### src/rtl/i2c_pkg.sv
// Shared types and constants for the I2C master datapath.
package i2c_pkg;

    localparam int I2C_CNT_W     = 11;
    localparam int I2C_MIN_PHASE = 2;

    typedef enum logic [1:0] {
        IDLE,
        LOW,
        HIGH_WAIT,
        HIGH
    } scl_state_t;

endpackage

### src/rtl/i2c_sync.sv
// Flop-chain synchroniser for an open-drain bus line; resets to 1 (idle bus).
module i2c_sync #(
    parameter int STAGES = 2
) (
    input  logic clk,
    input  logic rst,
    input  logic d,
    output logic q,
    output logic q_early
);

    logic [STAGES-1:0] chain;

    // NOTE: sequential state uses non-blocking assignment so every flop samples pre-edge values.
    always_ff @(posedge clk) begin
        if (rst) begin
            chain <= '1;
        end else begin
            chain <= {chain[STAGES-2:0], d};
        end
    end

    assign q       = chain[STAGES-1];
    // One stage short: a consumer whose own register completes the synchroniser reads this tap.
    assign q_early = chain[STAGES-2];

endmodule

### src/rtl/i2c_scl_gen.sv
// I2C SCL generator: open-drain SCL drive, phase ticks, clock stretching and multi-master sync.
module i2c_scl_gen
    import i2c_pkg::*;
#(
    parameter int CNT_W       = I2C_CNT_W,
    parameter int SYNC_STAGES = 2
) (
    input  logic             clk,
    input  logic             rst,
    input  logic             en,
    input  logic [CNT_W-1:0] lo_cnt,
    input  logic [CNT_W-1:0] hi_cnt,
    input  logic             scl_in,
    output logic             scl_oe,
    output logic             tick_fall,
    output logic             tick_drive,
    output logic             tick_rise,
    output logic             tick_sample,
    output logic             stretching,
    output logic             busy
);

    localparam logic [CNT_W-1:0] MIN_PHASE     = CNT_W'(I2C_MIN_PHASE);
    localparam logic [CNT_W-1:0] CNT_ONE       = CNT_W'(1);
    localparam logic [CNT_W-1:0] STRETCH_AFTER = CNT_W'(SYNC_STAGES);

    scl_state_t       state, state_nxt;
    logic [CNT_W-1:0] cnt, cnt_nxt;
    logic [CNT_W-1:0] eff, eff_nxt;
    logic             scl_s, scl_early;
    logic             last_cnt;

    function automatic logic [CNT_W-1:0] clamp_phase(input logic [CNT_W-1:0] v);
        return (v < MIN_PHASE) ? MIN_PHASE : v;
    endfunction

    // Rising SCL is taken from the early tap (state register is the last stage);
    // a pull-down in HIGH waits for the full-depth output before aborting.
    i2c_sync #(
        .STAGES (SYNC_STAGES)
    ) u_scl_sync (
        .clk     (clk),
        .rst     (rst),
        .d       (scl_in),
        .q       (scl_s),
        .q_early (scl_early)
    );

    assign last_cnt = (cnt == eff - CNT_ONE);

    // NOTE: every always_comb output gets a default first so no path can infer a latch.
    always_comb begin
        state_nxt = state;
        cnt_nxt   = cnt + CNT_ONE;
        eff_nxt   = eff;
        case (state)
            IDLE: begin
                cnt_nxt = '0;
                if (en) begin
                    state_nxt = LOW;
                    eff_nxt   = clamp_phase(lo_cnt);
                end
            end
            LOW: begin
                if (last_cnt) begin
                    state_nxt = HIGH_WAIT;
                    cnt_nxt   = '0;
                end
            end
            HIGH_WAIT: begin
                if (scl_early) begin
                    state_nxt = HIGH;
                    cnt_nxt   = '0;
                    eff_nxt   = clamp_phase(hi_cnt);
                end else if (&cnt) begin
                    cnt_nxt = cnt;
                end
            end
            HIGH: begin
                if (!scl_s || (last_cnt && en)) begin
                    state_nxt = LOW;
                    cnt_nxt   = '0;
                    eff_nxt   = clamp_phase(lo_cnt);
                end else if (last_cnt) begin
                    state_nxt = IDLE;
                    cnt_nxt   = '0;
                end
            end
            default: begin
                state_nxt = IDLE;
                cnt_nxt   = '0;
            end
        endcase
    end

    // Outputs are decoded from the next state so they line up with the state they describe.
    always_ff @(posedge clk) begin
        if (rst) begin
            state       <= IDLE;
            cnt         <= '0;
            eff         <= MIN_PHASE;
            scl_oe      <= 1'b0;
            busy        <= 1'b0;
            tick_fall   <= 1'b0;
            tick_drive  <= 1'b0;
            tick_rise   <= 1'b0;
            tick_sample <= 1'b0;
            stretching  <= 1'b0;
        end else begin
            state       <= state_nxt;
            cnt         <= cnt_nxt;
            eff         <= eff_nxt;
            scl_oe      <= (state_nxt == LOW);
            busy        <= (state_nxt != IDLE);
            tick_fall   <= (state_nxt == LOW) && (cnt_nxt == '0);
            tick_drive  <= (state_nxt == LOW) && (cnt_nxt == (eff_nxt >> 1));
            tick_rise   <= (state_nxt == HIGH) && (cnt_nxt == '0);
            // Suppressed once the bus is already seen low, so an aborted HIGH never samples.
            tick_sample <= (state_nxt == HIGH) && (cnt_nxt == (eff_nxt >> 1)) && scl_early;
            stretching  <= (state_nxt == HIGH_WAIT) && (cnt_nxt >= STRETCH_AFTER);
        end
    end

endmodule

### config.mk
export PLATFORM = sky130hd
export DESIGN_NAME = i2c_scl_gen
export DESIGN_NICKNAME = d
export VERILOG_FILES = /design/src/rtl/i2c_pkg.sv /design/src/rtl/i2c_sync.sv /design/src/rtl/i2c_scl_gen.sv
export SDC_FILE = /design/constraint.sdc
export NUM_CORES = 1
export LEC_CHECK = 0
export CAP_MARGIN = 5
export CORE_MARGIN = 8
export CORE_UTILIZATION = 43
export CTS_BUF_LIST = sky130_fd_sc_hd__clkbuf_8 sky130_fd_sc_hd__clkbuf_16
export CTS_CLUSTER_DIAMETER = 80
export DETAILED_ROUTE_END_ITERATION = 7
export HOLD_SLACK_MARGIN = 0.03
export PLACE_DENSITY = 0.64
export SYNTH_ARGS = -nofsm -noshare
export SYNTH_HDL_FRONTEND = slang
export SYNTH_SLANG_ARGS = --single-unit
### constraint.sdc
create_clock -name clk -period 4.7 [get_ports clk]
set_input_delay 1.175 -clock clk [delete_from_list [all_inputs] [get_ports clk]]
set_output_delay 1.175 -clock clk [all_outputs]
set_load 0.02 [all_outputs]
==> results.md <==
* Critical Path RT at around 4.9 ns
* Max Freq at 261 MHz
* Avg Inst Size Synth at about 7.3 µm²
* Fin. Hold Viols at 0
* Post-CTS Hold Buffers at 0
* Die Ht at roughly 96 µm
* Power per cell area at roughly 270 nW/µm²
* Syn nets at 404
* Post-CTS Setup Bufs at 0
* Synth-to-Final Area Change at 16.9%
* # IOs at 33
* Vias at 2,990
* Seq/Total Area, Yosys at around 24%
* Clock Sinks at 33
* WL/cell at slightly below 20 µm
* Drt total wl at 9240 µm
* H-tree levels at 2
* Share of flip-flops with an asynchronous set or reset at 0%
* Drt first pass iters at 5
* CP Max Fanout at 7
* Pin count of the biggest net entering global routing at 28
* Period Utilization, post-route at about four fifths
* FF+latch count, synth at 33
* DIE AREA at roughly 9200 µm²
* Worst-Skew Late Latency at 0.29 ns
* TritonCTS Buffers at 5
* Hold Crit Depth at 2
* Synth top area share at roughly 24%
* Mapped Cells at roughly 370
* Number of diodes at 0
* Minimum clock period at roughly 3.8 ns
* Nets@finish at 425
* Worst setup EP type: register
* R2R cell count at 12
* Post-CTS Resized at 0
* Final setup fails at 0
* Antenna-violating nets left at 0
* TritonCTS clock tree: built
* Placer Congestion at 1.00
* Dominant cell by count in the synthesized netlist: nor2_1
* Total power at around 850 µW
* Distinct cells, synth at 63
* Die width at 95.7 µm
* Worst hold path type: reg -> reg
* Initial Util at between 40% and 50%
* Worst vdd ir at 199 µV
* DR iter-0 viols at 293
* Vias in the first global route at between 2,000 and 3,000
* First-pass GRT wire length at roughly 15,000 µm
* Final setup TNS at 0 ns
* Core footprint at ~6200 µm²
* Synth top cells by count: nor2_1, dfxtp_1, nand2_1
* Startpoint Class: register
* Antenna violations before repair at 0
* Total track usage at about a fifth
* Status: complete, no violations
* Synth warn at 0
* Synthesized cell area at roughly 2700 µm²
* Overflow after GRT at 0
* RSZ-0062 raised after global routing: no
* Static leakage power at about 0.0012 µW
* Worst Path Arrival at about 4 ns
* Worst-margin pin slew at slightly above 0.8 ns
* IO buf count at 32
* EDFF count, synth at 0
* Final Skew at roughly 0.0083 ns
* Clk root buf: clkbuf_8
* Vias per cell at 6.35
* Dpl hpwl at approximately 7300 µm
* DRC errors left at 0
* Pins Over Slew Limit at 0
* Max Cap Viol at 0
* Share of cells above drive strength 1 at between 7 and 8%
* Clk buf depth at 2
* Worst rel slew slack at between 40 and 50%
* Synth area leader: dfxtp_1
* Worst-path clk slew at approximately 0.08 ns
* Critical path class: reg -> reg
* Synth area leaders: dfxtp_1, nor2_1, a21oi_1
* Row count at 29
* Top FF cell, synth: dfxtp_1
[routing by layer]
layer	up-vias	part of all wire, %	track usage, %
met5	-	0	0
li1	1418	-	-
met3	19	7.0	4.06
met4	0	1.7	5.63
met1	1415	44	26.2
met2	138	47	35.7
[cell families (layout without fill, tap and decap cells)]
group	count (synthesis)	after routing	share of synthesized area [%]
and+or+nand+nor	161	161	30.7
AOI/OAI and AO/OA	115	115	30.0
buffers and inverters	36	58	5.45
DFF	33	33	24.2
xor gates and xnor gates	18	18	5.77
adders and majority gates	6	6	2.75
muxes	3	3	1.14
[critical path: stages (launching register included)]
cell and delay (ns):
dfxtp_1 0.38, inv_1 0.08, ha_1 0.23, nor3b_1 0.43
a21boi_0 0.23, o22ai_1 0.40, a2bb2oi_2 0.36, and2_1 0.36
nor3_1 0.10, a221oi_1 0.46, mux2i_1 0.18, nor4_2 0.29
nor4b_2 0.22
[cell type report]
cell class,count,area (µm²)
well taps,77,96.3
clock inverters,2,33.8
repair buffers,35,343
flip-flops and latches,33,661
multi-input cells,303,1920
clock buffers,6,82.6
inverters,15,56.3
fillers,626,3050
[state kept, by name, indices dropped and copies added, names as in the netlist]
signal,count
busy,1
cnt,11
eff,11
scl_oe,1
state,2
stretching,1
tick_drive,1
tick_fall,1
tick_rise,1
tick_sample,1
u_scl_sync.chain,2
[per-stage QoR]
stage                     hold WS [ns]  utilization, %  cell area [µm²]  instances  setup slack (ns)
after global routing             0.604            51.2             3200        471             0.401
final                            0.558            51.2             3200        471             0.873
after CTS                        0.565            51.2             3200        471             0.898
after floorplan                  0.482               -             2730        372              1.58
after global placement           0.554            49.3             3080        463             0.762
after detailed placement         0.555            49.3             3080        463             0.698
[power breakdown]
part	total, µW	switching (µW)	internal, µW
clock network	282	111	171
registers	313	19.8	293
logic	257	147	110
[cell usage in the layout (no fill, tap or decap), types with 3 or more instances in the layout]
| cell type | instances |
|---|---|
| a31oi_1 | 5 |
| nand3_1 | 11 |
| nor2_1 | 40 |
| clkdlybuf4s50_1 | 32 |
| clkbuf_8 | 6 |
| a21boi_0 | 4 |
| nand2_1 | 30 |
| o31ai_1 | 4 |
| o21ai_1 | 3 |
| o21ai_0 | 21 |
| nor4_1 | 9 |
| ha_1 | 6 |
| and2_1 | 5 |
| nand3b_1 | 4 |
| nor3b_1 | 4 |
| nor3_1 | 19 |
| xor2_1 | 6 |
| o211ai_1 | 4 |
| o22ai_1 | 5 |
| and3_1 | 8 |
| a21o_1 | 4 |
| nor2b_1 | 5 |
| or2_2 | 5 |
| a221o_1 | 3 |
| xnor2_1 | 12 |
| dfxtp_1 | 33 |
| or3_1 | 3 |
| a211oi_1 | 4 |
| buf_4 | 3 |
| a21oi_1 | 23 |
| nand2b_1 | 8 |
| o2111ai_1 | 5 |
| inv_1 | 16 |
| a221oi_1 | 6 |
| nand4_1 | 3 |
[worst paths after layout]
path | from | to | slack (ns)
setup reg to reg | eff[0] | tick_sample | 0.87
hold reg to reg | eff[0] | eff[0] | 0.56
setup / recovery | eff[0] | tick_sample | 0.87
hold / removal | eff[0] | eff[0] | 0.56
Note: power is estimated with default switching activity, not from simulation.
